File: src/rtl/dll_multi_list.sv
// rtl/dll_multi_list.sv - NUM_LISTS doubly linked lists sharing one MAX_NODE node pool
// Optional walk-and-free list clear is enabled by defining DLL_LIST_CLEAR_EN.
module dll_multi_list #(
  parameter int DATA_WIDTH = 8,
  parameter int MAX_NODE   = 8,
  parameter int NUM_LISTS  = 2,
  parameter int LID_WIDTH  = ($clog2(NUM_LISTS) > 0) ? $clog2(NUM_LISTS) : 1,
  parameter int ADDR_WIDTH = $clog2(MAX_NODE) + 1
) (
  input  logic                  clk,
  input  logic                  rst_n,
  input  logic                  op_start,
  input  logic [2:0]            op,
  input  logic [LID_WIDTH-1:0]  list_id,
  input  logic [ADDR_WIDTH-1:0] addr_in,
  input  logic [DATA_WIDTH-1:0] data_in,
`ifdef DLL_LIST_CLEAR_EN
  input  logic                  list_clear,
`endif
  output logic                  op_done,
  output logic                  busy,
  output logic                  fault,
  output logic [DATA_WIDTH-1:0] data_out,
  output logic [ADDR_WIDTH-1:0] pre_node_addr,
  output logic [ADDR_WIDTH-1:0] next_node_addr,
  output logic [ADDR_WIDTH-1:0] result_addr,
  output logic [ADDR_WIDTH-1:0] length,
  output logic [ADDR_WIDTH-1:0] head,
  output logic [ADDR_WIDTH-1:0] tail,
  output logic                  empty,
  output logic                  full,
  output logic [ADDR_WIDTH-1:0] free_cnt
);

  localparam int NW = $clog2(MAX_NODE);
  localparam logic [ADDR_WIDTH-1:0] NULL_ADDR = {ADDR_WIDTH{1'b1}};

  typedef enum logic [2:0] {
    OP_READ, OP_WRITE, OP_PUSH_HEAD, OP_PUSH_TAIL,
    OP_POP_HEAD, OP_POP_TAIL, OP_INSERT_BEFORE, OP_DELETE
  } op_e;

  typedef enum logic [1:0] {
    S_IDLE, S_EXEC, S_DONE
`ifdef DLL_LIST_CLEAR_EN
    , S_CLEAR
`endif
  } state_e;

  state_e state_q, state_d;

  op_e                   r_op;
  logic [LID_WIDTH-1:0]  r_lid;
  logic [ADDR_WIDTH-1:0] r_addr;
  logic [DATA_WIDTH-1:0] r_data;

  logic                  node_used  [MAX_NODE];
  logic [LID_WIDTH-1:0]  node_owner [MAX_NODE];
  logic [DATA_WIDTH-1:0] node_data  [MAX_NODE];
  logic [ADDR_WIDTH-1:0] node_prev  [MAX_NODE];
  logic [ADDR_WIDTH-1:0] node_next  [MAX_NODE];

  logic [ADDR_WIDTH-1:0] head_q [NUM_LISTS];
  logic [ADDR_WIDTH-1:0] tail_q [NUM_LISTS];
  logic [ADDR_WIDTH-1:0] len_q  [NUM_LISTS];
  logic                  fault_q;

  logic                  lid_ok, a_in_range, addr_ok;
  logic [LID_WIDTH-1:0]  lid_idx;
  logic [NW-1:0]         a_idx, h_idx, t_idx, alloc_idx;
  logic [ADDR_WIDTH-1:0] cur_head, cur_tail, cur_len;
  logic [ADDR_WIDTH-1:0] a_prev, a_next, h_next, t_prev, alloc_addr;
  logic                  alloc_found;
  logic [ADDR_WIDTH-1:0] free_count;

  assign lid_ok     = (int'(r_lid) < NUM_LISTS);
  assign lid_idx    = lid_ok ? r_lid : '0;
  assign a_in_range = (int'(r_addr) < MAX_NODE);
  assign a_idx      = r_addr[NW-1:0];
  assign addr_ok    = lid_ok && a_in_range && node_used[a_idx] && (node_owner[a_idx] == r_lid);
  assign cur_head   = head_q[lid_idx];
  assign cur_tail   = tail_q[lid_idx];
  assign cur_len    = len_q[lid_idx];
  assign h_idx      = cur_head[NW-1:0];
  assign t_idx      = cur_tail[NW-1:0];
  assign a_prev     = node_prev[a_idx];
  assign a_next     = node_next[a_idx];
  assign h_next     = node_next[h_idx];
  assign t_prev     = node_prev[t_idx];
  assign alloc_addr = ADDR_WIDTH'(alloc_idx);

  // Lowest free index wins because the scan runs downward and keeps the last hit.
  always_comb begin
    alloc_found = 1'b0;
    alloc_idx   = '0;
    free_count  = '0;
    for (int i = MAX_NODE - 1; i >= 0; i--) begin
      if (!node_used[i]) begin
        alloc_found = 1'b1;
        alloc_idx   = NW'(i);
        free_count  = free_count + ADDR_WIDTH'(1);
      end
    end
  end

  assign full     = !alloc_found;
  assign free_cnt = free_count;
  assign busy     = (state_q != S_IDLE);
  assign op_done  = (state_q == S_DONE);
  assign fault    = op_done && fault_q;
  assign empty    = (length == '0);

  always_ff @(posedge clk or negedge rst_n) begin
    if (!rst_n) state_q <= S_IDLE;
    else        state_q <= state_d;
  end

  always_comb begin
    state_d = state_q;
    case (state_q)
      S_IDLE: begin
        if (op_start) state_d = S_EXEC;
`ifdef DLL_LIST_CLEAR_EN
        else if (list_clear) state_d = S_CLEAR;
`endif
      end
      S_EXEC: state_d = S_DONE;
`ifdef DLL_LIST_CLEAR_EN
      S_CLEAR: if (!lid_ok || cur_head == NULL_ADDR) state_d = S_DONE;
`endif
      default: state_d = S_IDLE;
    endcase
  end

  logic                  ex_fault, alloc_en, free_en, wdata_en, pw_en, nw_en;
  logic [NW-1:0]         free_idx, pw_idx, nw_idx;
  logic [ADDR_WIDTH-1:0] alloc_prev, alloc_next, pw_val, nw_val;
  logic [ADDR_WIDTH-1:0] o_pre, o_next, o_res, n_head, n_tail, n_len;
  logic [DATA_WIDTH-1:0] o_data;

  // Decode of one operation: fault, node writes, neighbour patches, new list state.
  always_comb begin
    ex_fault   = 1'b0;
    alloc_en   = 1'b0;
    alloc_prev = NULL_ADDR;
    alloc_next = NULL_ADDR;
    free_en    = 1'b0;
    free_idx   = '0;
    wdata_en   = 1'b0;
    pw_en      = 1'b0;
    pw_idx     = '0;
    pw_val     = NULL_ADDR;
    nw_en      = 1'b0;
    nw_idx     = '0;
    nw_val     = NULL_ADDR;
    o_data     = data_out;
    o_pre      = pre_node_addr;
    o_next     = next_node_addr;
    o_res      = result_addr;
    n_head     = cur_head;
    n_tail     = cur_tail;
    n_len      = cur_len;
    case (r_op)
      OP_READ, OP_WRITE: begin
        ex_fault = !addr_ok;
        wdata_en = (r_op == OP_WRITE);
        o_data   = (r_op == OP_WRITE) ? r_data : node_data[a_idx];
        o_pre    = a_prev;
        o_next   = a_next;
        o_res    = r_addr;
      end
      OP_PUSH_HEAD: begin
        ex_fault   = !lid_ok || !alloc_found;
        alloc_en   = 1'b1;
        alloc_next = cur_head;
        o_data     = r_data;
        o_pre      = NULL_ADDR;
        o_next     = cur_head;
        o_res      = alloc_addr;
        n_head     = alloc_addr;
        n_len      = cur_len + ADDR_WIDTH'(1);
        if (cur_head == NULL_ADDR) n_tail = alloc_addr;
        else begin pw_en = 1'b1; pw_idx = h_idx; pw_val = alloc_addr; end
      end
      OP_PUSH_TAIL: begin
        ex_fault   = !lid_ok || !alloc_found;
        alloc_en   = 1'b1;
        alloc_prev = cur_tail;
        o_data     = r_data;
        o_pre      = cur_tail;
        o_next     = NULL_ADDR;
        o_res      = alloc_addr;
        n_tail     = alloc_addr;
        n_len      = cur_len + ADDR_WIDTH'(1);
        if (cur_tail == NULL_ADDR) n_head = alloc_addr;
        else begin nw_en = 1'b1; nw_idx = t_idx; nw_val = alloc_addr; end
      end
      OP_POP_HEAD: begin
        ex_fault = !lid_ok || (cur_len == '0);
        free_en  = 1'b1;
        free_idx = h_idx;
        o_data   = node_data[h_idx];
        o_pre    = NULL_ADDR;
        o_next   = h_next;
        o_res    = cur_head;
        n_head   = h_next;
        n_len    = cur_len - ADDR_WIDTH'(1);
        if (h_next == NULL_ADDR) n_tail = NULL_ADDR;
        else begin pw_en = 1'b1; pw_idx = h_next[NW-1:0]; end
      end
      OP_POP_TAIL: begin
        ex_fault = !lid_ok || (cur_len == '0);
        free_en  = 1'b1;
        free_idx = t_idx;
        o_data   = node_data[t_idx];
        o_pre    = t_prev;
        o_next   = NULL_ADDR;
        o_res    = cur_tail;
        n_tail   = t_prev;
        n_len    = cur_len - ADDR_WIDTH'(1);
        if (t_prev == NULL_ADDR) n_head = NULL_ADDR;
        else begin nw_en = 1'b1; nw_idx = t_prev[NW-1:0]; end
      end
      OP_INSERT_BEFORE: begin
        ex_fault   = !addr_ok || !alloc_found;
        alloc_en   = 1'b1;
        alloc_prev = a_prev;
        alloc_next = r_addr;
        pw_en      = 1'b1;
        pw_idx     = a_idx;
        pw_val     = alloc_addr;
        o_data     = r_data;
        o_pre      = a_prev;
        o_next     = r_addr;
        o_res      = alloc_addr;
        n_len      = cur_len + ADDR_WIDTH'(1);
        if (a_prev == NULL_ADDR) n_head = alloc_addr;
        else begin nw_en = 1'b1; nw_idx = a_prev[NW-1:0]; nw_val = alloc_addr; end
      end
      OP_DELETE: begin
        ex_fault = !addr_ok;
        free_en  = 1'b1;
        free_idx = a_idx;
        o_data   = node_data[a_idx];
        o_pre    = a_prev;
        o_next   = a_next;
        o_res    = r_addr;
        n_len    = cur_len - ADDR_WIDTH'(1);
        if (a_prev == NULL_ADDR) n_head = a_next;
        else begin nw_en = 1'b1; nw_idx = a_prev[NW-1:0]; nw_val = a_next; end
        if (a_next == NULL_ADDR) n_tail = a_prev;
        else begin pw_en = 1'b1; pw_idx = a_next[NW-1:0]; pw_val = a_prev; end
      end
    endcase
  end

  always_ff @(posedge clk or negedge rst_n) begin
    if (!rst_n) begin
      r_op   <= OP_READ;
      r_lid  <= '0;
      r_addr <= '0;
      r_data <= '0;
      for (int i = 0; i < MAX_NODE; i++) begin
        node_used[i]  <= 1'b0;
        node_owner[i] <= '0;
        node_data[i]  <= '0;
        node_prev[i]  <= NULL_ADDR;
        node_next[i]  <= NULL_ADDR;
      end
      for (int l = 0; l < NUM_LISTS; l++) begin
        head_q[l] <= NULL_ADDR;
        tail_q[l] <= NULL_ADDR;
        len_q[l]  <= '0;
      end
      fault_q        <= 1'b0;
      data_out       <= '0;
      pre_node_addr  <= NULL_ADDR;
      next_node_addr <= NULL_ADDR;
      result_addr    <= NULL_ADDR;
      length         <= '0;
      head           <= NULL_ADDR;
      tail           <= NULL_ADDR;
    end else begin
      if (state_q == S_IDLE) begin
        r_op   <= op_e'(op);
        r_lid  <= list_id;
        r_addr <= addr_in;
        r_data <= data_in;
      end
      if (state_q == S_EXEC) begin
        fault_q <= ex_fault;
        if (!ex_fault) begin
          if (alloc_en) begin
            node_used[alloc_idx]  <= 1'b1;
            node_owner[alloc_idx] <= r_lid;
            node_data[alloc_idx]  <= r_data;
            node_prev[alloc_idx]  <= alloc_prev;
            node_next[alloc_idx]  <= alloc_next;
          end
          if (free_en) begin
            node_used[free_idx] <= 1'b0;
            node_prev[free_idx] <= NULL_ADDR;
            node_next[free_idx] <= NULL_ADDR;
          end
          if (wdata_en) node_data[a_idx] <= r_data;
          if (pw_en)    node_prev[pw_idx] <= pw_val;
          if (nw_en)    node_next[nw_idx] <= nw_val;
          head_q[lid_idx] <= n_head;
          tail_q[lid_idx] <= n_tail;
          len_q[lid_idx]  <= n_len;
          data_out        <= o_data;
          pre_node_addr   <= o_pre;
          next_node_addr  <= o_next;
          result_addr     <= o_res;
          head            <= n_head;
          tail            <= n_tail;
          length          <= n_len;
        end
      end
`ifdef DLL_LIST_CLEAR_EN
      if (state_q == S_CLEAR) begin
        if (lid_ok && cur_head != NULL_ADDR) begin
          node_used[h_idx] <= 1'b0;
          node_prev[h_idx] <= NULL_ADDR;
          node_next[h_idx] <= NULL_ADDR;
          head_q[lid_idx]  <= h_next;
          len_q[lid_idx]   <= cur_len - ADDR_WIDTH'(1);
          if (h_next == NULL_ADDR) tail_q[lid_idx] <= NULL_ADDR;
        end else begin
          fault_q <= !lid_ok;
          if (lid_ok) begin
            head   <= NULL_ADDR;
            tail   <= NULL_ADDR;
            length <= '0;
          end
        end
      end
`endif
    end
  end

endmodule
File: config.mk
export PLATFORM = sky130hd
export DESIGN_NAME = dll_multi_list
export DESIGN_NICKNAME = d
export VERILOG_FILES = /design/src/rtl/dll_multi_list.sv
export SDC_FILE = /design/constraint.sdc
export NUM_CORES = 1
export LEC_CHECK = 0
export BUFFER_PORTS_ARGS = -buffer_cell sky130_fd_sc_hd__buf_2
export CORE_ASPECT_RATIO = 0.75
export CORE_MARGIN = 5
export CORE_UTILIZATION = 36
export DETAILED_ROUTE_END_ITERATION = 16
export PLACE_DENSITY = 0.61
export SYNTH_ARGS = -nofsm -noshare
export SYNTH_HDL_FRONTEND = slang
export SYNTH_SLANG_ARGS = --single-unit
File: constraint.sdc
create_clock -name clk -period 5.2 [get_ports clk]
set_input_delay 0.26 -clock clk [delete_from_list [all_inputs] [get_ports clk]]
set_output_delay 0.26 -clock clk [all_outputs]
set_load 0.1 [all_outputs]
After elaboration in Yosys (flattened, before gate mapping)
Index checks and enable logic that the tools add are counted.
{"block": "word_totals", "input_bits": 19, "word_cells": 300, "out_inout_bits": 41, "ff_bits": 219}
{"block": "classes", "magnitude_cmp": 15, "add_sub_neg": 9, "mux": 157, "bitwise_logic": 14, "n_eq_ne": 17, "n_reduce_logical": 29}
{"operator": "two-way mux 32 bit", "count": 14}
{"operator": "two-way mux 64 bit", "count": 4}
{"operator": "two-way mux 4 bit", "count": 41}
{"operator": "bitwise mux 32 bit", "count": 4}
{"operator": "bitwise mux 64 bit", "count": 2}
{"operator": "two-way mux 8 bit", "count": 13}
{"operator": "binary-select mux 8 bit (select 3 bit)", "count": 3}
{"operator": "bitwise OR 32 bit", "count": 2}
{"operator": "binary-select mux 4 bit (select 3 bit)", "count": 4}
{"operator": "demux 4 bit (select 3 bit)", "count": 4}
{"operator": "demux 8 bit (select 3 bit)", "count": 2}
{"operator": "two-way mux 3 bit", "count": 14}
{"operator": "case mux 4 bit (5 select lines)", "count": 2}
{"operator": "case mux 8 bit (5 select lines)", "count": 1}
{"operator": "adder 4 x 1 -> 4 bit, second input constant", "count": 8}
{"operator": "bitwise mux 8 bit", "count": 4}
{"operator": "case mux 4 bit (4 select lines)", "count": 2}
{"operator": "greater-or-equal comparator 4 bit, second input constant", "count": 7}
{"operator": "NOT 3 -> 4 bit", "count": 7}
{"operator": "equality test 4 bit, second input constant", "count": 6}
{"operator": "two-way mux 1 bit", "count": 24}
{"operator": "case mux 4 bit (2 select lines)", "count": 3}
{"operator": "case mux 4 bit (3 select lines)", "count": 2}
{"operator": "case mux 4 bit (6 select lines)", "count": 1}
{"operator": "other kinds (38)", "count": 67}

Logic depth before layout (Yosys ltp)
Gate-level depths: netlist of run 1.
{"block": "logic_depth", "ltp_word": 23, "ltp_mapped": 16, "depth_no_buf": 16}

Least setup slack after synthesis of run 1
No wires, ideal clock.
{"block": "synth_timing", "path_kind": "reg-to-output", "startpoint": "register node_used[0] (netlist bit)", "endpoint": "output port free_cnt[3]", "n_path_buf": 0, "arrival_time_ps": 4557, "slack_ps": 383, "path_stages_with_launch": 16, "t_required_ps": 4940, "cell_sequence": "dfrtp_1 -> inv_1 -> ha_1 -> xnor2_1 -> a21bo_2 -> a31oi_1 -> ha_1 -> xor2_1 -> nor3_1 -> a211o_1 -> ha_1 -> nor2b_1 -> xnor2_1 -> xnor2_1 -> nand3_1 -> xor2_1"}
{"block": "synth_via", "elab_chain_cells": 15}
{"element": "start, declared", "line_no": "57", "text": "logic node_used [MAX_NODE];"}
{"element": "start signal, assigned by index", "line_no": "264", "text": "node_used[i] <= 1'b0;"}
{"element": "start signal, assigned by index", "line_no": "294", "text": "node_used[alloc_idx] <= 1'b1;"}
{"element": "start signal, assigned by index", "line_no": "301", "text": "node_used[free_idx] <= 1'b0;"}
{"element": "two-way mux 1 bit *", "line_no": "98", "text": "if (!node_used[i]) begin"}
{"element": "adder 4 x 1 -> 4 bit", "line_no": "101", "text": "free_count = free_count + ADDR_WIDTH'(1);"}
{"element": "two-way mux 4 bit *", "line_no": "98"}
{"element": "adder 4 x 1 -> 4 bit", "line_no": "101"}
{"element": "two-way mux 4 bit *", "line_no": "98"}
{"element": "adder 4 x 1 -> 4 bit", "line_no": "101"}
{"element": "two-way mux 4 bit *", "line_no": "98"}
{"element": "adder 4 x 1 -> 4 bit", "line_no": "101"}
{"element": "two-way mux 4 bit *", "line_no": "98"}
{"element": "adder 4 x 1 -> 4 bit", "line_no": "101"}
{"element": "two-way mux 4 bit *", "line_no": "98"}
{"element": "adder 4 x 1 -> 4 bit", "line_no": "101"}
{"element": "two-way mux 4 bit *", "line_no": "98"}
{"element": "adder 4 x 1 -> 4 bit", "line_no": "101"}
{"element": "two-way mux 4 bit *", "line_no": "98"}
{"element": "end, declared", "line_no": "32", "text": "output logic [ADDR_WIDTH-1:0] free_cnt"}
Mark *: on every way between the ends. The rest lies on a longest branch, timed or not.

Worst setup path after layout of run 1
{"block": "layout_timing", "startpoint": "register node_used[0] (netlist bit)", "endpoint": "output port free_cnt[2]"}
Same word-level chain as after synthesis.

==> results of run 1 <==
==> metal layers <==
metal	share of wire	vias up	global-route usage
met4	0.032	4	0.07195
li1	-	6599	-
met5	0.00042	-	0
met1	0.42	7674	0.3498
met3	0.14	154	0.09217
met2	0.41	1017	0.3467
==> timing repair <==
| item | in CTS | in global routing |
|---|---|---|
| hold buffers | 18 | 0 |
| setup endpoints to repair | 0 | 1 |
| hold endpoints to repair | 85 | 0 |
| gates resized for setup | 0 | 1 |
==> cells by family after synthesis <==
kind of cell	Yosys count
mux	247
xor+xnor	20
simple gates	589
compound gates	499
buf+inv	155
fa+ha+maj	12
flops	219
==> worst min-delay path by stage <==
stage / slack, ns / end / from / depth (start not counted)
floorplan: -0.04 / data_out[0]$_DFFE_PN0N_ / rst_n / 0
global placement: 0.31 / fault_q$_DFFE_PN0N_ / rst_n / 1
detailed placement: 0.31 / fault_q$_DFFE_PN0N_ / rst_n / 1
CTS: 0.33 / state_q[1]$_DFFE_PN0P_ / rst_n / 2
global route: 0.37 / fault_q$_DFFE_PN0N_ / rst_n / 2
finish: 0.27 / fault_q$_DFFE_PN0N_ / rst_n / 2
==> power groups by stage <==
stage | Clock [mW] | Combinational, mW | Sequential, mW
finish | 1.93 | 6.94 | 3.46
global route | 2.02 | 7.29 | 3.53
CTS | 1.96 | 6.77 | 3.41
detailed placement | 0 | 6.74 | 3.43
global placement | 0 | 6.65 | 3.40
floorplan | 0 | 4.53 | 3.73
==> layout make-up <==
class / count / area, sq um / area share
Antenna cell: 1 / 2.502 / 0.0001360
Clock buffer: 30 / 664.4 / 0.03610
Clock inverter: 15 / 211.5 / 0.01149
Inverter: 25 / 96.34 / 0.005234
Multi-Input combinational cell: 1367 / 10190 / 0.5535
Sequential cell: 219 / 5610 / 0.3048
Tap cell: 595 / 744.5 / 0.04045
Timing Repair Buffer: 127 / 888.4 / 0.04826
==> Yosys cell counts (14+ instances only) <==
| cell type | count |
|---|---|
| nand3_1 | 72 |
| and2_1 | 14 |
| a21oi_1 | 78 |
| clkbuf_1 | 61 |
| mux2_2 | 143 |
| nand2b_1 | 15 |
| nand2_1 | 212 |
| a211oi_1 | 59 |
| mux2i_1 | 47 |
| dfstp_2 | 100 |
| nor3_1 | 17 |
| inv_1 | 22 |
| mux4_2 | 44 |
| buf_2 | 37 |
| a31oi_1 | 23 |
| a221oi_1 | 44 |
| o21ai_0 | 82 |
| o22ai_1 | 24 |
| nor2_1 | 182 |
| dfrtp_1 | 119 |
==> registers in the layout (all words and copies together), names as in the netlist, 8 cells and up <==
name and count:
len_q 8, node_data 64, node_next 32, data_out 8, node_prev 32, node_owner 8, head_q 8, node_used 8
r_data 8, tail_q 8
==> cells in the final DEF (no fill, tap or decap), types with 7 or more instances in the layout <==
cell type / count
buf_2: 57
xnor2_1: 12
nor2_2: 9
a211o_1: 13
nand2b_1: 15
a21oi_1: 78
nor2b_1: 13
nand3_1: 72
a21oi_2: 12
and3_1: 8
a211oi_1: 58
dfrtp_1: 115
dfstp_2: 100
mux4_2: 44
a22oi_1: 12
a221oi_1: 44
and2_1: 13
nand2_1: 212
o22ai_1: 24
o2111ai_1: 8
a31oi_1: 23
clkbuf_16: 25
o21ai_0: 82
a21boi_0: 12
mux2i_1: 46
xor2_1: 8
ha_1: 11
a221oi_2: 8
nor3_1: 17
buf_4: 48
o211ai_1: 13
mux2_2: 143
o31ai_1: 7
nor2_1: 181
inv_1: 22
dlygate4sd3_1: 18
==> per-stage QoR <==
stage	total power [mW]	util	std cells	instance area, sq um	hold slack (ns)
floorplan	8.259	-	1741	16540	-0.03559
global placement	10.05	0.3796	2315	17350	0.3064
detailed placement	10.17	0.3796	2315	17350	0.3106
CTS	12.14	0.4028	2378	18400	0.3270
global route	12.84	0.4029	2379	18410	0.3693
finish	12.32	0.4029	2379	18410	0.2749
==> impl_metrics.env, run 1 <==
export IMPL_numCtsBuffers=25
export IMPL_dieArea_sq_um=50370
export IMPL_synth_fa_ha_area_frac=0.009532
export IMPL_wl_per_cell_um=27.02
export IMPL_yosysTopAreaCell="dfrtp_1"
export IMPL_yosys_area_share_simple=0.1639
export IMPL_path_max_fanout=5
export IMPL_max_stage_delay_ns=0.45
export IMPL_peakVddDrop_mv=0.4775
export IMPL_path_depth=15
export IMPL_synthToLayoutAreaGrowth_pct=11.29
export IMPL_slowest_stage="buf_2"
export IMPL_die_w_um=257.5
export IMPL_ys_async_sr_fraction=1.000
export IMPL_synth_compound_area_frac=0.2319
export IMPL_synth_edf_count=0
export IMPL_clk_pin_slew_ns=0.06
export IMPL_drt_iter0_drc=2211
export IMPL_reg2reg_to="node_next[7]$_DFFE_PN1N_"
export IMPL_critPathCaptureType="primary output"
export IMPL_synth_seq_cells=219
export IMPL_min_period_ns=4.978
export IMPL_coreArea_sq_um=45690
export IMPL_place_gp_congestion=1.017
export IMPL_clock_sinks=219
export IMPL_fin_ws_ns=0.2219
export IMPL_synthTopCellsByArea="dfrtp_1, dfstp_2, mux2_2, mux4_2, nand2_1"
export IMPL_clkPwrFrac=0.157
export IMPL_slew_headroom=0.1563
export IMPL_post_route_period_util=0.9573
export IMPL_ys_types=114
export IMPL_sequentialPowerShare=0.280
export IMPL_hp_class="in -> async"
export IMPL_fmax_mhz=200.9
export IMPL_start_util=0.3620
export IMPL_hold_violations=0
export IMPL_post_place_ws_ns=0.8527
export IMPL_antenna_found_initial=3
export IMPL_grt_pass1_wl_um=95730
export IMPL_die_h_um=195.6
export IMPL_syn_area_per_cell_sq_um=9.500
export IMPL_yosysTopAreaCellShare=0.1800
export IMPL_cap_violations=0
export IMPL_cts_tree="built"
export IMPL_finalNetCount=1796
export IMPL_p_leak_nw=7.119
export IMPL_ant_nets=0
export IMPL_tns_ns=0
export IMPL_r2r_slack_ns=1.01
export IMPL_h_tree_depth=1
export IMPL_finalSetupViolations=0
export IMPL_cts_buffer_depth=3
export IMPL_crit_end="free_cnt[2]"
export IMPL_syn_inst=1741
export IMPL_p_comb_frac=0.563
export IMPL_drv_slew=0
export IMPL_ff2ff_path_depth=9
export IMPL_dr_pass1_iters=7
export IMPL_io_buffers=59
export IMPL_muxShareOfSynthArea=0.1980
export IMPL_status="complete, no violations"
export IMPL_synth_area_sq_um=16540
export IMPL_clk_latency_ns=0.56
export IMPL_synth_top_family_by_area="compound AO/OA/AOI/OAI gates"
export IMPL_cp_required_ns=4.94
export IMPL_crit_type="reg -> out"
export IMPL_crit_top_cell="ha_1"
export IMPL_synth_ff_type="dfrtp_1"
export IMPL_arrival_ns=4.72
export IMPL_vias_per_cell=6.493
export IMPL_drt_total_wl_um=64280
export IMPL_p_switching_mw=6.412
export IMPL_fin_skew_ns=0.01628
export IMPL_grt_max_degree=126
export IMPL_crit_buf_inv=2
export IMPL_track_usage=0.2452
export IMPL_cts_setup_buffers=0
export IMPL_drc=0
export IMPL_final_layout_size_suffix_gt1_frac=0.3118
export IMPL_nFillCells=4406
export IMPL_ios=60
export IMPL_tightest_slew_ns=1.265
export IMPL_place_hpwl_um=45500
export IMPL_synth_nets=1772
export IMPL_ys_seq_area_frac=0.3389
export IMPL_row_count=68
export IMPL_crit_family="adder cells"
export IMPL_p_int_mw=5.912
export IMPL_cp_start_kind="flip-flop"
export IMPL_cts_root_buf="clkbuf_16"
export IMPL_synth_xor_area_frac=0.01059
export IMPL_grt_overflow_total=0
export IMPL_dr_total_vias=15450
export IMPL_swShare=0.5203
export IMPL_grt_pass1_vias=14510
export IMPL_synth_warnings=0
export IMPL_startpoint="node_used[0]$_DFFE_PN0N_"
export IMPL_r2r_start="lid_idx$_DFFE_PN0N_"
export IMPL_power_density_nw_per_um2=669.6
export IMPL_crit_chain="inv_1 > ha_1 > xnor2_1 > a21bo_2 > a31oi_1 > ha_1 > xor2_1 > nor3_1 > a211o_1 > ha_1 > mux2_2 > ha_1 > nand2b_1 > xnor2_1 > buf_2"
Note: power is estimated with default switching activity, not from simulation.
==> run 2: changes to the inputs <==
- MAX_ROUTING_LAYER: not set -> met4
==> impl_metrics.env, run 2 (synthesis gave the netlist of run 1 again) <==
export IMPL_finalSetupViolations=0
export IMPL_row_count=68
export IMPL_grt_overflow_total=0
export IMPL_critPathCaptureType="primary output"
export IMPL_largestRegisters="node_data (64), node_next (32), node_prev (32)"
export IMPL_ff2ff_path_depth=7
export IMPL_crit_chain="inv_1 > ha_1 > xnor2_1 > a21bo_2 > a31oi_1 > ha_1 > xor2_1 > nor3_1 > a211o_1 > ha_1 > nor2b_1 > xnor2_1 > xnor2_1 > nand3_1 > xor2_1 > buf_2"
export IMPL_cts_root_buf="clkbuf_16"
export IMPL_grt_pass1_wl_um=96660
export IMPL_rsz0062_at_grt="no"
export IMPL_status="complete, no violations"
export IMPL_tns_ns=0
export IMPL_cts_setup_buffers=0
export IMPL_fmax_mhz=203.6
export IMPL_layout_common_cells="nand2_1, nor2_1, mux2_2, dfrtp_1, dfstp_2"
export IMPL_place_hpwl_um=45760
export IMPL_antenna_found_initial=1
export IMPL_power_density_nw_per_um2=674.3
export IMPL_swShare=0.5179
export IMPL_post_place_ws_ns=0.9284
export IMPL_path_depth=16
export IMPL_crit_family="XOR/XNOR gates"
export IMPL_largest_register_ffs=64
export IMPL_ios=60
export IMPL_crit_buf_inv=2
export IMPL_track_usage=0.2536
export IMPL_finalNetCount=1798
export IMPL_coreArea_sq_um=45690
export IMPL_cts_buffer_depth=3
export IMPL_cp_required_ns=4.94
export IMPL_dr_total_vias=15340
export IMPL_peakVddDrop_mv=0.6054
export IMPL_dieArea_sq_um=50370
export IMPL_min_period_ns=4.911
export IMPL_numCtsBuffers=26
export IMPL_crit_type="reg -> out"
export IMPL_cp_start_kind="flip-flop"
export IMPL_final_layout_size_suffix_gt1_frac=0.3128
export IMPL_drv_slew=0
export IMPL_cap_violations=0
export IMPL_place_gp_congestion=1.007
export IMPL_fin_skew_ns=0.01379
export IMPL_tightest_slew_ns=1.172
export IMPL_p_switching_mw=6.450
export IMPL_p_comb_frac=0.559
export IMPL_post_route_period_util=0.9444
export IMPL_p_int_mw=6.005
export IMPL_r2r_start="r_addr[0]$_DFFE_PN0N_"
export IMPL_clkPwrFrac=0.165
export IMPL_synthToLayoutAreaGrowth_pct=11.68
export IMPL_slew_headroom=0.1985
export IMPL_max_stage_delay_ns=0.44
export IMPL_drt_total_wl_um=64180
export IMPL_startpoint="node_used[0]$_DFFE_PN0N_"
export IMPL_clk_latency_ns=0.57
export IMPL_drt_iter0_drc=2033
export IMPL_hold_violations=0
export IMPL_grt_max_degree=132
export IMPL_max_flop_register="node_data"
export IMPL_die_h_um=195.6
export IMPL_start_util=0.3620
export IMPL_grt_pass1_vias=14800
export IMPL_reg2reg_to="node_next[10]$_DFFE_PN1N_"
export IMPL_die_w_um=257.5
export IMPL_sequentialPowerShare=0.276
export IMPL_slowest_stage="buf_2"
export IMPL_fin_ws_ns=0.2890
export IMPL_hp_class="in -> reg"
export IMPL_vias_per_cell=6.438
export IMPL_io_buffers=59
export IMPL_path_max_fanout=5
export IMPL_clock_sinks=219
export IMPL_wl_per_cell_um=26.93
export IMPL_clk_pin_slew_ns=0.06
export IMPL_h_tree_depth=1
export IMPL_r2r_slack_ns=1.11
export IMPL_drc=0
export IMPL_p_leak_nw=7.159
export IMPL_dr_pass1_iters=7
export IMPL_crit_end="free_cnt[3]"
export IMPL_final_common_cell="nand2_1"
export IMPL_cts_tree="built"
export IMPL_ant_nets=0
export IMPL_arrival_ns=4.65
run 2: changes by cell type in the layout (fill, tap and decap cells not counted), moves of 2 or more:
cell / delta
clkinv_2: -2
buf_4: +3
clkinvlp_4: -2
clkbuf_16: +3
clkinv_4: +2
clkbuf_1: +2
run 2: worst min-delay path: stages:
cell	delay (ns)
buf_2	0.09
nand2_1	0.11
o21ai_0	0.10
run 2: timing repair:
action | in CTS | in global routing
endpoints found under the setup margin | 0 | 0
hold buffers | 17 | 0
gates resized for setup | 0 | 0
hold endpoints to repair | 31 | 0
run 2: area by class of cell:
class	instances	area (sq um)
fillers	4458	27220
multi-input cells	1367	10190
flip-flops and latches	219	5610
repair buffers	128	878.3
clock buffers	35	747.0
well taps	595	744.5
clock inverters	13	203.9
inverters	25	96.34
diodes	1	2.502
run 2: metal layers:
layer  track usage  up-vias  wire [um]
met3       0.06412      116       7020
met4       0.06918        0       1910
met5             -        -          0
met2        0.3510      859      26560
met1        0.3683     7753      28690
li1              -     6614          -
run 2: power groups by stage:
stage	Clock (mW)	Sequential, mW	Combinational (mW)
after floorplan	0	3.73	4.53
after global placement	0	3.37	6.70
after detailed placement	0	3.40	6.80
after CTS	2.09	3.38	6.83
after global routing	2.15	3.51	7.32
final	2.06	3.43	6.96
run 2: worst min path at each step:
stage,cells after the start,from,slack (ns),endpoint
2_1_floorplan,0,rst_n,-0.04,data_out[0]$_DFFE_PN0N_
3_3_place_gp,1,rst_n,0.30,fault_q$_DFFE_PN0N_
3_5_place_dp,1,rst_n,0.30,fault_q$_DFFE_PN0N_
4_1_cts,3,addr_in[0],0.01,r_addr[0]$_DFFE_PN0N_
5_1_grt,3,addr_in[0],0.04,r_addr[0]$_DFFE_PN0N_
6_report,3,addr_in[0],0.03,r_addr[0]$_DFFE_PN0N_
run 2: per-stage QoR:
step	std cells	power (mW)	instance area [sq um]	utilization	hold slack, ns
5_1_grt	2383	12.98	18470	0.4043	0.03746
6_report	2383	12.46	18470	0.4043	0.03409
3_3_place_gp	2317	10.07	17350	0.3797	0.2963
4_1_cts	2382	12.30	18470	0.4042	0.01154
3_5_place_dp	2317	10.20	17350	0.3797	0.3036
2_1_floorplan	1741	8.259	16540	-	-0.03559
==> run 3: changes to the inputs <==
- ABC_AREA: not set -> 0
- CTS_BUF_LIST: not set -> sky130_fd_sc_hd__clkbuf_8
==> impl_metrics.env, run 3 (synthesis gave the netlist of run 1 again) <==
export IMPL_hp_class="in -> async"
export IMPL_cts_setup_buffers=0
export IMPL_clk_pin_slew_ns=0.06
export IMPL_h_tree_depth=2
export IMPL_postPlaceCellArea_sq_um=17350
export IMPL_power_density_nw_per_um2=666.1
export IMPL_cp_start_kind="flip-flop"
export IMPL_fin_skew_ns=0.01814
export IMPL_peakVddDrop_mv=0.6178
export IMPL_largest_register_ffs=64
export IMPL_cts_tree="built"
export IMPL_fin_ws_ns=0.2480
export IMPL_grt_pass1_wl_um=97010
export IMPL_crit_type="reg -> out"
export IMPL_grt_max_degree=132
export IMPL_finalSetupViolations=0
export IMPL_ant_nets=0
export IMPL_drt_total_wl_um=64440
export IMPL_place_gp_congestion=1.007
export IMPL_cts_root_buf="clkbuf_8"
export IMPL_finalNetCount=1813
export IMPL_track_usage=0.2551
export IMPL_cap_violations=0
export IMPL_min_period_ns=4.952
export IMPL_path_max_fanout=5
export IMPL_cp_required_ns=4.94
export IMPL_final_area_sq_um=18420
export IMPL_critPathCaptureType="primary output"
export IMPL_finalPower_mw=12.27
export IMPL_vias_per_cell=6.385
export IMPL_post_place_ws_ns=0.9284
export IMPL_dr_pass1_iters=5
export IMPL_ios=60
export IMPL_layout_common_cells="nand2_1, nor2_1, mux2_2, dfrtp_1, dfstp_2"
export IMPL_largestRegisters="node_data (64), node_next (32), node_prev (32)"
export IMPL_tightest_slew_ns=1.170
export IMPL_row_count=68
export IMPL_drt_iter0_drc=1996
export IMPL_status="complete, no violations"
export IMPL_p_leak_nw=7.198
export IMPL_dr_total_vias=15370
export IMPL_wl_per_cell_um=26.76
export IMPL_clk_latency_ns=0.60
export IMPL_tns_ns=0
export IMPL_numCtsBuffers=40
export IMPL_antenna_found_initial=1
export IMPL_post_route_period_util=0.9523
export IMPL_drc=0
export IMPL_cts_buffer_depth=3
export IMPL_final_layout_size_suffix_gt1_frac=0.3179
export IMPL_slew_headroom=0.1996
export IMPL_grt_overflow_total=0
export IMPL_io_buffers=59
export IMPL_clock_sinks=219
export IMPL_die_h_um=195.6
export IMPL_start_util=0.3620
export IMPL_grt_pass1_vias=14760
export IMPL_drv_slew=0
export IMPL_fmax_mhz=201.9
export IMPL_arrival_ns=4.69
export IMPL_dieArea_sq_um=50370
export IMPL_place_hpwl_um=45760
export IMPL_final_common_cell="nand2_1"
export IMPL_max_flop_register="node_data"
export IMPL_hold_violations=0
export IMPL_die_w_um=257.5
export IMPL_coreArea_sq_um=45690
export IMPL_rsz0062_at_grt="no"
export IMPL_synthToLayoutAreaGrowth_pct=11.38
-- run 3: cell types whose count changed in the layout (fill, tap and decap cells not counted) --
cell	delta
bufinv_16	-2
inv_1	+12
dlygate4sd3_1	+1
clkbuf_1	-5
clkinv_2	-2
clkinv_4	-2
clkbuf_8	+51
clkbuf_16	-28
-- run 3: worst max-delay path, cell delays in order (launching register included) --
cell     delay (ns)
dfrtp_1        0.41
inv_1          0.11
ha_1           0.33
xnor2_1        0.32
a21bo_2        0.26
a31oi_1        0.34
ha_1           0.33
xor2_1         0.17
nor3_1         0.06
a211o_1        0.32
ha_1           0.18
nor2b_1        0.14
xnor2_1        0.15
xnor2_1        0.26
nand3_1        0.13
xor2_1         0.16
buf_2          0.44
-- run 3: per-stage QoR --
step,instances,hold slack [ns],util
global route,2408,0.3300,0.4032
global placement,2317,0.2963,0.3797
finish,2408,0.2563,0.4032
detailed placement,2317,0.3036,0.3797
CTS,2407,0.2841,0.4031
floorplan,1741,-0.03559,-
-- run 3: final cells by class --
cell class,instances,area (sq um)
diodes,1,2.502
clock buffers,53,729.5
clock inverters,19,161.4
fillers,4482,27270
inverters,25,96.34
multi-input cells,1367,10190
flip-flops and latches,219,5610
well taps,595,744.5
repair buffers,129,888.4
-- run 3: final timing paths --
kind                                          startpoint                         to  slack (ns)  cells after the start
worst min register to register      len_q[4]$_DFFE_PN0P_       len_q[4]$_DFFE_PN0P_        0.46                      1
max in group asynchronous                          rst_n  node_data[39]$_DFFE_PN0N_        3.74                      3
worst max register to register     r_addr[0]$_DFFE_PN0N_   node_next[0]$_DFFE_PN1N_        1.09                      7
worst min-delay path                               rst_n        fault_q$_DFFE_PN0N_        0.26                      2
min in group clk                              addr_in[1]      r_addr[1]$_DFFE_PN0N_        0.43                      4
worst max-delay path            node_used[0]$_DFFE_PN0N_                free_cnt[3]        0.25                     16
-- run 3: power breakdown --
group | internal [mW] | switching [mW]
Combinational | 2.22 | 4.76
Clock | 1.06 | 0.797
Sequential | 2.53 | 0.902
Total | 5.81 | 6.46
-- run 3: routing by layer --
| layer | vias to the layer above | track usage | wire length [um] |
|---|---|---|---|
| met5 | - | - | 0 |
| met4 | 0 | 0.07432 | 1914 |
| met3 | 131 | 0.07045 | 7224 |
| met2 | 879 | 0.3493 | 26530 |
| met1 | 7730 | 0.3676 | 28770 |
| li1 | 6634 | - | - |
-- run 3: timing repair --
action	in CTS	in global routing
resized for setup	0	0
hold endpoints to repair	32	0
hold buffers	18	0
